$ cat src/rtl/mult16_signed.sv
// mult16_signed: 2-stage radix-4 Booth / Wallace 16x16 -> 32 two's-complement multiplier; MULT16_UNSIGNED_EN adds sgn (0 = unsigned operands)
module mult16_signed (
  input  logic        clk,
  input  logic        rst,
  input  logic        in_valid,
`ifdef MULT16_UNSIGNED_EN
  input  logic        sgn,
`endif
  input  logic [15:0] a,
  input  logic [15:0] b,
  output logic [31:0] out,
  output logic        out_valid
);
`ifdef MULT16_UNSIGNED_EN
  localparam int NP = 9;
  localparam int AW = 17;
  logic sgn_r;
`else
  localparam int NP = 8;
  localparam int AW = 16;
`endif
  logic [15:0] a_r, b_r;
  logic v_r;
  logic [AW-1:0] ae;
  logic [2*NP:0] bx;
  logic [AW:0] mag, mx;
  logic one, two, neg;
  logic [31:0] cor, prod;
  logic [31:0] rows [10];
  logic [63:0] t1a, t1b, t1c, t2a, t2b, t3, t4, t5;
  function automatic logic [63:0] csa(input logic [31:0] x, y, z);
    return {((x & y) | (x & z) | (y & z)) << 1, x ^ y ^ z};
  endfunction
`ifdef MULT16_UNSIGNED_EN
  assign ae = {sgn_r & a_r[15], a_r};
  assign bx = {{2{sgn_r & b_r[15]}}, b_r, 1'b0};
`else
  assign ae = a_r;
  assign bx = {b_r, 1'b0};
`endif
  always_comb begin
    rows = '{default: '0};
    cor = '0;
    one = 1'b0;
    two = 1'b0;
    neg = 1'b0;
    mag = '0;
    mx = '0;
    for (int i = 0; i < NP; i++) begin
      one = bx[2*i] ^ bx[2*i+1];
      two = (bx[2*i+2] ^ bx[2*i+1]) & ~(bx[2*i+1] ^ bx[2*i]);
      neg = bx[2*i+2] & ~(bx[2*i+1] & bx[2*i]);
      mag = one ? {ae[AW-1], ae} : two ? {ae, 1'b0} : '0;
      mx = neg ? ~mag : mag;
      rows[i] = {{(31-AW){mx[AW]}}, mx} << (2*i);
      cor[2*i] = neg;
    end
    rows[NP] = cor;
  end
  assign t1a = csa(rows[0], rows[1], rows[2]);
  assign t1b = csa(rows[3], rows[4], rows[5]);
  assign t1c = csa(rows[6], rows[7], rows[8]);
  assign t2a = csa(t1a[31:0], t1a[63:32], t1b[31:0]);
  assign t2b = csa(t1b[63:32], t1c[31:0], t1c[63:32]);
  assign t3 = csa(t2a[31:0], t2a[63:32], t2b[31:0]);
  assign t4 = csa(t3[31:0], t3[63:32], t2b[63:32]);
  assign t5 = csa(t4[31:0], t4[63:32], rows[9]);
  assign prod = t5[31:0] + t5[63:32];
  always_ff @(posedge clk or posedge rst)
    if (rst) begin
      a_r <= '0;
      b_r <= '0;
      v_r <= 1'b0;
`ifdef MULT16_UNSIGNED_EN
      sgn_r <= 1'b0;
`endif
      out <= '0;
      out_valid <= 1'b0;
    end else begin
      a_r <= a;
      b_r <= b;
      v_r <= in_valid;
`ifdef MULT16_UNSIGNED_EN
      sgn_r <= sgn;
`endif
      out <= prod;
      out_valid <= v_r;
    end
endmodule

$ cat config.mk
export PLATFORM = sky130hd
export DESIGN_NAME = mult16_signed
export DESIGN_NICKNAME = d
export VERILOG_FILES = /design/src/rtl/mult16_signed.sv
export SDC_FILE = /design/constraint.sdc
export NUM_CORES = 1
export LEC_CHECK = 0
export BUFFER_PORTS_ARGS = -buffer_cell sky130_fd_sc_hd__buf_2
export CORE_ASPECT_RATIO = 1.2
export CORE_MARGIN = 1.5
export CORE_UTILIZATION = 50
export DETAILED_ROUTE_END_ITERATION = 10
export HOLD_SLACK_MARGIN = 0.15
export MAX_ROUTING_LAYER = met4
export PLACE_DENSITY = 0.82
export SLEW_MARGIN = 20
export SYNTH_ARGS = -nofsm -noshare
export SYNTH_HDL_FRONTEND = slang
export SYNTH_SLANG_ARGS = --single-unit
$ cat constraint.sdc
create_clock -name clk -period 5.5 [get_ports clk]
set_input_delay 1.1 -clock clk [delete_from_list [all_inputs] [get_ports clk]]
set_output_delay 1.1 -clock clk [all_outputs]
set_load 0.005 [all_outputs]
# Word-level counts from Yosys, hierarchy flattened
# Cells that the tools add are included.
[word_totals]
output_inout_bits = 33
input_bits = 35
register_bits = 66
[classes]
n_addsub = 1
n_bitwise = 111
muxes = 24
[ops]
columns = ["operator", "count"]
rows = [
  ["$and A31 B31 Y31", 20],
  ["$xor A32 B32 Y32", 14],
  ["$or A31 B31 Y31", 14],
  ["$mux W17", 24],
  ["$not A17 Y17", 8],
  ["$and A31 B15 Y31", 2],
  ["$add A32 B32 Y32", 1],
  ["$xor A32 B15 Y32", 1],
  ["$and A1 B1 Y1", 22],
  ["$not A1 Y1", 15],
  ["$xor A1 B1 Y1", 15],
]

# Longest topological paths before layout
# Gate-level depths: netlist of the first run.
[logic_depth]
depth_word = 21
depth_mapped = 23
mapped_depth_nobuf = 22

# Least setup slack after synthesis of the first run
# No wires, ideal clock.
[synth_path]
path_type = "register to register"
startpoint = "reg b_r[5]"
endpoint = "reg out[31]"
path_buffers = 3
setup_time_ns = 0.127
slack_ns = -0.490
period_less_slack_ns = 5.990
required_time_ns = 5.373
arrival_time_ns = 5.863
stages_incl_launch_ff = 21
cell_sequence = "dfrtp_1 -> ha_1 -> clkbuf_1 -> clkbuf_1 -> inv_1 -> a222oi_1 -> fa_1 -> fa_1 -> inv_1 -> fa_1 -> fa_1 -> inv_1 -> ha_1 -> ha_1 -> clkbuf_1 -> a21oi_1 -> o21ai_2 -> o31a_1 -> o32a_1 -> o21ai_0 -> xnor2_1"
[synth_between]
elab_chain_len = 20
[synth_lines]
columns = ["element", "line", "text"]
rows = [
  ["from (decl)", "22", "logic [15:0] a_r, b_r;"],
  ["from (signal assigned)", "72", "b_r <= '0;"],
  ["from (signal assigned)", "81", "b_r <= b;"],
  ["$xor A1 B1 Y1 (on tied branches)", "51, 50", ""],
  ["$and A1 B1 Y1 or $not A1 Y1 (tied branches)", "51", "two = (bx[2*i+2] ^ bx[2*i+1]) & ~(bx[2*i+1] ^ bx[2*i]);"],
  ["$mux W17 or $and A1 B1 Y1 (tied branches)", "53, 51", ""],
  ["$mux W17", "53", "mag = one ? {ae[AW-1], ae} : two ? {ae, 1'b0} : '0;"],
  ["$not A17 Y17 or $mux W17 (tied branches)", "54, 53", ""],
  ["$mux W17 or $not A17 Y17 (tied branches)", "54", "mx = neg ? ~mag : mag;"],
  ["$and A31 B31 Y31 or $mux W17 (tied branches)", "32, 54", ""],
  ["$or A31 B31 Y31 (tied with other cells)", "32", "return {((x & y) | (x & z) | (y & z)) << 1, x ^ y ^ z};"],
  ["[... 2 more ...]", "--", ""],
  ["$or A31 B31 Y31 or $xor A32 B32 Y32 (tied branches) (2 in a row)", "32", ""],
  ["$and A31 B31 Y31", "32", ""],
  ["$or A31 B31 Y31 (2 in a row)", "32", ""],
  ["$and A31 B31 Y31", "32", ""],
  ["$or A31 B31 Y31 (2 in a row)", "32", ""],
  ["$xor A32 B32 Y32 or $and A31 B31 Y31 (tied branches)", "32", ""],
  ["$add A32 B32 Y32 (*)", "68", "assign prod = t5[31:0] + t5[63:32];"],
  ["named net prod[31]", "28", "logic [31:0] cor, prod;"],
  ["to (signal assigned)", "86", "out <= prod;"],
  ["to (decl)", "11", "output logic [31:0] out,"],
]
# The timed path passes the listed nets; every way through them passes the cells marked *.

# Final worst setup path of the first run
[layout_path]
startpoint = "reg b_r[9]"
endpoint = "reg out[27]"
[layout_between]
elab_chain_len = 20
[layout_lines]
columns = ["element", "line"]
rows = [
  ["$xor A1 B1 Y1", "50, 51"],
  ["$not A1 Y1", "51"],
  ["$and A1 B1 Y1", "51"],
  ["$mux W17 (2 in a row)", "53"],
  ["$not A17 Y17", "54"],
  ["$mux W17", "54"],
  ["$and A31 B31 Y31", "32"],
  ["$or A31 B31 Y31 (2 in a row)", "32"],
  ["$xor A32 B32 Y32 (2 in a row)", "32"],
  ["$and A31 B31 Y31", "32"],
  ["$or A31 B31 Y31 (2 in a row)", "32"],
  ["$and A31 B31 Y31", "32"],
  ["$or A31 B31 Y31 (2 in a row)", "32"],
  ["$xor A32 B32 Y32 or $and A31 B31 Y31 (tied branches)", "32"],
  ["$add A32 B32 Y32 (*)", "68"],
  ["named net prod[27]", "28"],
]
# Marked as above.

==> results of run 1 <==
[synthesized netlist by cell type (14+ instances only)]
library cell  number
a22oi_1          108
nor2_1            21
dfrtp_1           66
xnor2_1           93
fa_1             116
mux2i_1           14
ha_1             102
o21ai_0           27
nand2_1           37
a21oi_1           32
xor2_1            57
inv_1            182
clkbuf_1          58
[kinds of logic (layout without fill, tap and decap cells)]
logic type,count (synthesis),in the layout,synth area share
AOI/OAI and AO/OA,230,230,0.168
xor gates and xnor gates,150,150,0.133
adders and majority gates,218,218,0.365
buffers and inverters,258,409,0.0990
DFF,66,66,0.167
muxes,15,15,0.0153
and+or+nand+nor,107,107,0.0529
[flip-flops by register name, indices dropped and copies added (netlist names)]
signal,flops
v_r,1
out,32
b_r,16
out_valid,1
a_r,16
[cell type report]
type / count / area, um2 / share of cell area
multi-input cells: 720 / 8170 / 0.639
flip-flops and latches: 66 / 1650 / 0.129
repair buffers: 207 / 1540 / 0.120
inverters: 186 / 717 / 0.0561
well taps: 261 / 327 / 0.0256
clock buffers: 10 / 239 / 0.0187
clock inverters: 6 / 136 / 0.0107
[through the flow]
stage / utilization / instances / hold slack [ns] / setup WS (ns) / setup TNS [ns]
floorplan: - / 1044 / 0.331 / -0.0315 / -0.0537
global placement: 0.572 / 1409 / 0.332 / -0.0475 / -0.0659
detailed placement: 0.572 / 1409 / 0.336 / -0.176 / -0.533
CTS: 0.608 / 1438 / 0.351 / -0.00444 / -0.00444
global route: 0.656 / 1456 / 0.358 / -0.342 / -2.47
finish: 0.656 / 1456 / 0.349 / -0.194 / -0.788
[worst max-delay path by stage]
stage / depth (start not counted) / to / startpoint / slack [ns]
floorplan: 20 / out[31] / b_r[5] / -0.03
global placement: 19 / out[31] / b_r[5] / -0.05
detailed placement: 21 / out[27] / b_r[9] / -0.18
CTS: 21 / out[27] / b_r[10] / -0.004
global route: 20 / out[27] / b_r[9] / -0.34
finish: 20 / out[27] / b_r[9] / -0.19
[repair_timing]
action / in CTS / in global routing
endpoints found under the setup margin: 8 / 13
setup buffers: 13 / 18
pin swaps: 8 / 80
gates resized for setup: 29 / 142
[per-layer routing]
layer / global-route usage / vias to the layer above / wire length [um]
li1: - / 3740 / -
met1: 0.294 / 4338 / 10100
met2: 0.455 / 631 / 15300
met3: 0.0422 / 237 / 2510
met4: 0.192 / 0 / 2690
met5: - / - / 0
[placed cells by master, fill, tap and decap left out, types with 9 or more instances in the layout]
master,count
inv_2,9
mux2i_1,14
o21ai_0,18
buf_2,67
dfrtp_1,64
ha_4,39
ha_1,62
a22oi_1,85
nand2b_1,11
fa_1,110
a22oi_2,23
nand3_1,12
buf_6,17
a21oi_2,11
buf_4,116
inv_1,171
nand2_1,35
clkbuf_16,9
a21oi_1,17
nor2_1,15
xnor2_1,85
a22o_1,9
xor2_1,55
==> out/metrics.yaml, run 1 <==
clock_network:
  clk_latency_ns: 0.37
  cts_max_level: 3
  cts_buffers: 9
  ctsHoldBuffers: 0
  cts_root_buffer: "clkbuf_16"
  max-clock-path-buffers: 2
  clk_pin_slew_worst_paths_ns: 0.06
  numClockSinks: 66
  cts_tree: "yes"
floorplan:
  die_y_um: 157
  ios: 68
  die_width_um: 131
  initial_core_util: 0.507
  core_area_um2: 19500
  fp.dieArea_um2: 20600
  rows: 56
sta:
  clock_skew_ns: 0.00558
  rsz0062_at_grt: "true"
  finalCriticalPeriod_ns: 5.69
  fin_crit_sh: 1.04
  maxSlewViolCount: 0
  finalWorstSetupSlack_ns: -0.194
  timing.fmax_mhz: 176
  hold_violations: 0
  slew_headroom: 0.441
  worst_slew_pin_slew_ns: 0.837
  setup_viol_count_final: 10
global_route:
  grt_start_max_net_pins: 37
  track_usage: 0.269
  grt_pass1_vias: 8664
  grt_pass1_wl_mm: 42.3
  antenna_found_initial: 0
  overflow: 0
run:
  cap_violations: 0
setup_path:
  r2r-start: "b_r[9]"
  slowest_stage: "fa_1"
  crit_path_cell_trace: "buf_4 -> xnor2_1 -> nor2_2 -> buf_4 -> a22oi_1 -> xnor2_1 -> fa_1 -> inv_1 -> fa_1 -> fa_1 -> fa_1 -> inv_1 -> ha_1 -> ha_4 -> nand4_1 -> or3_4 -> a22oi_4 -> buf_6 -> nor4_2 -> a2111oi_2"
  required_ns: 5.76
  critical_path.max_fanout: 8
  endpoint_kind: "flip-flop"
  r2r_slack_ns: -0.19
  critPathKind: "reg -> reg"
  critical_path_arrival_ns: 5.95
  cp_slowest_stage_delay_ns: 0.57
  crit_top_cell: "fa_1"
  path_buf_inv: 5
  worstReg2RegEnd: "out[27]"
  cpLargestDelayFamily: "adder cells"
  worst_setup_path_start_kind: "flip-flop"
  ff2ff_path_depth: 20
logic_synthesis:
  ys_top_cells_by_area: "fa_1, dfrtp_1, ha_1"
  yosysWarnings: 0
  syn_inst: 1044
  syn-num-nets: 1297
  synth.distinct_cells: 62
  synth_enable_flop_cells: 0
  synth_top_area_frac: 0.235
  yosys_register_bits: 66
  seq_area_frac_synth: 0.167
  synth_area_um2: 9870
  synth-async-reset-ratio: 1.00
  synth.avg_cell_area_um2: 9.45
  ys.flop_type: "dfrtp_1"
  synth_largest_area_cell: "fa_1"
status:
  status: "complete, but fails checks"
  violations: "setup timing"
detailed_routing:
  first_iter_violations: 1240
  wl_mm: 30.6
  vias: 8946
  vias_per_cell: 6.14
  drc: 0
  drtAntennaViolNets: 0
  first_pass_iters: 7
  wire_per_inst_um: 21.0
hold_path:
  whs_path_depth: 0
  hold_end: "out_valid"
  hp-start: "v_r"
  min_path_type: "reg -> reg"
final_layout:
  nNetsFinal: 1443
  area.growth.synth_to_final_pct: 29.5
  design_area_um2: 12800
  fillers: 1374
  final_layout_size_suffix_gt1_frac: 0.310
  n_antenna_cell: 0
placed_design:
  dpl.hpwl_mm: 19.8
  placed_area_um2: 11100
  gp_congestion: 0.959
  port-buffer-count: 67
Power of run 1 is not shown: default switching activity piles up to over one toggle a cycle in this logic, so the estimate is an artifact.
==> inputs of run 2 (changes only) <==
- CORE_MARGIN: 1.5 -> 2
==> run 2 against run 1 <==
The run still ends with setup timing left. Fmax up 2.5%. Worst hold slack better by 0.0090 ns. Final area down 3.3%. Global-route usage down 1.2 points. Via count down 4.9%. Count of clock-buffer cells in the layout down 1. Wire length down 7.7%. Non-clock buffer count down 4. Highest routed layer unchanged.
==> out/metrics.yaml, run 2 (synthesis results as in run 1) <==
floorplan:
  core_area_um2: 19500
  rows: 56
  die_y_um: 158
  ios: 68
  fp.dieArea_um2: 20900
  initial_core_util: 0.507
  die_width_um: 132
hold_path:
  min_path_type: "reg -> reg"
  whs_path_depth: 0
  hp-start: "v_r"
  hold_end: "out_valid"
run:
  cap_violations: 0
final_layout:
  nNetsFinal: 1439
  layout_common_cells: "inv_1, buf_4, fa_1"
  final_common_cell: "inv_1"
  fin_cells: 1452
  reg.largest.list: "out (32), a_r (16), b_r (16)"
  largest_register_ffs: 32
  utilization: 0.635
  area.growth.synth_to_final_pct: 25.2
  fillers: 1499
  final_layout_size_suffix_gt1_frac: 0.286
  design_area_um2: 12400
  n_antenna_cell: 0
  largest_register: "out"
global_route:
  top_usage_layer: "met2"
  met3_usage: 0.0323
  grt_use_met2: 0.435
  grt_pass1_wl_mm: 41.0
  grt_start_max_net_pins: 38
  track_usage: 0.257
  met1_usage: 0.288
  overflow: 0
  antenna_found_initial: 0
  grt_pass1_vias: 8458
placed_design:
  dp.cells: 1415
  port-buffer-count: 67
  dpl.hpwl_mm: 20.1
  gp_congestion: 0.955
  placed_area_um2: 11200
clock_network:
  clk_pin_slew_worst_paths_ns: 0.07
  cts_tree: "yes"
  ctsHoldBuffers: 0
  clk_latency_ns: 0.35
  max-clock-path-buffers: 2
  cts_buffers: 9
  cts_root_buffer: "clkbuf_16"
  numClockSinks: 66
  cts_max_level: 3
detailed_routing:
  wl_mm: 28.2
  first_iter_violations: 854
  vias_per_cell: 5.86
  drc: 0
  first_pass_iters: 6
  drtAntennaViolNets: 0
  vias: 8504
  wire_per_inst_um: 19.4
setup_path:
  worst_setup_path_start_kind: "flip-flop"
  critical_path_arrival_ns: 5.79
  r2r-start: "b_r[8]"
  worstReg2RegEnd: "out[27]"
  critPathKind: "reg -> reg"
  ff2ff_path_depth: 19
  r2r_slack_ns: -0.05
  cp_slowest_stage_delay_ns: 0.53
  slowest_stage: "fa_1"
  crit_path_cell_trace: "ha_1 -> buf_6 -> buf_4 -> a22oi_1 -> xnor2_1 -> fa_1 -> inv_1 -> fa_1 -> fa_1 -> inv_1 -> fa_1 -> ha_1 -> ha_2 -> o211ai_1 -> or3_4 -> a22oi_4 -> buf_6 -> nor4_2 -> a2111oi_2"
  endpoint_kind: "flip-flop"
  required_ns: 5.74
  crit_top_cell: "fa_1"
  critical_path.max_fanout: 13
sta:
  fin_crit_sh: 1.01
  setup-tns-final_ns: -0.106
  slew_headroom: 0.446
  maxSlewViolCount: 0
  setup_viol_count_final: 3
  clock_skew_ns: 0.0121
  timing.fmax_mhz: 180
  finalCriticalPeriod_ns: 5.55
  rsz0062_at_grt: "true"
  finalWorstSetupSlack_ns: -0.0528
  worst_slew_pin_slew_ns: 0.829
  hold_violations: 0
status:
  violations: "setup timing"
  status: "complete, but fails checks"
run 2: layer usage:
metal	vias to the layer above	wire length [um]
met4	0	2020
li1	3731	-
met1	4193	9700
met2	437	14700
met5	-	0
met3	143	1860
run 2: area by class of cell:
| class | instances | area, um2 | area share |
|---|---|---|---|
| multi-input combinational | 720 | 7950 | 0.643 |
| clock inverter | 7 | 76.3 | 0.00618 |
| inverter | 186 | 709 | 0.0574 |
| timing repair buffer | 203 | 1420 | 0.115 |
| clock buffer | 9 | 225 | 0.0182 |
| sequential | 66 | 1650 | 0.134 |
| tap | 261 | 327 | 0.0264 |
run 2: how the worst max path moves through the flow:
| stage | start | to | slack, ns | cells after the start |
|---|---|---|---|---|
| finish | b_r[8] | out[27] | -0.05 | 19 |
| CTS | b_r[5] | out[27] | -0.01 | 19 |
| global placement | b_r[5] | out[31] | -0.03 | 19 |
| floorplan | b_r[5] | out[31] | -0.03 | 20 |
| detailed placement | b_r[9] | out[27] | -0.11 | 21 |
| global route | b_r[7] | out[27] | -0.22 | 19 |
run 2: critical path: cells and delay by family, from the launching register on:
kind,cells,cell delay (ns)
xor gates and xnor gates,1,0.13
DFF,1,0.40
adders and majority gates,7,2.93
and+or+nand+nor,2,0.48
AOI/OAI and AO/OA,4,0.90
buffers and inverters,5,0.59
run 2: through the flow:
stage          hold WS [ns]  setup slack (ns)
2_1_floorplan         0.331           -0.0315
3_3_place_gp          0.332           -0.0296
3_5_place_dp          0.346            -0.115
4_1_cts               0.361           -0.0104
5_1_grt               0.368            -0.220
6_report              0.358           -0.0528
run 2: timing repair:
item	in CTS	in global routing
buffers inserted	8	11
pin swaps	6	52
setup endpoints to repair	6	13
cloned	0	2
endpoints found under the hold margin	0	0
resized for setup	17	111
Power of run 2 is left out for the same reason.
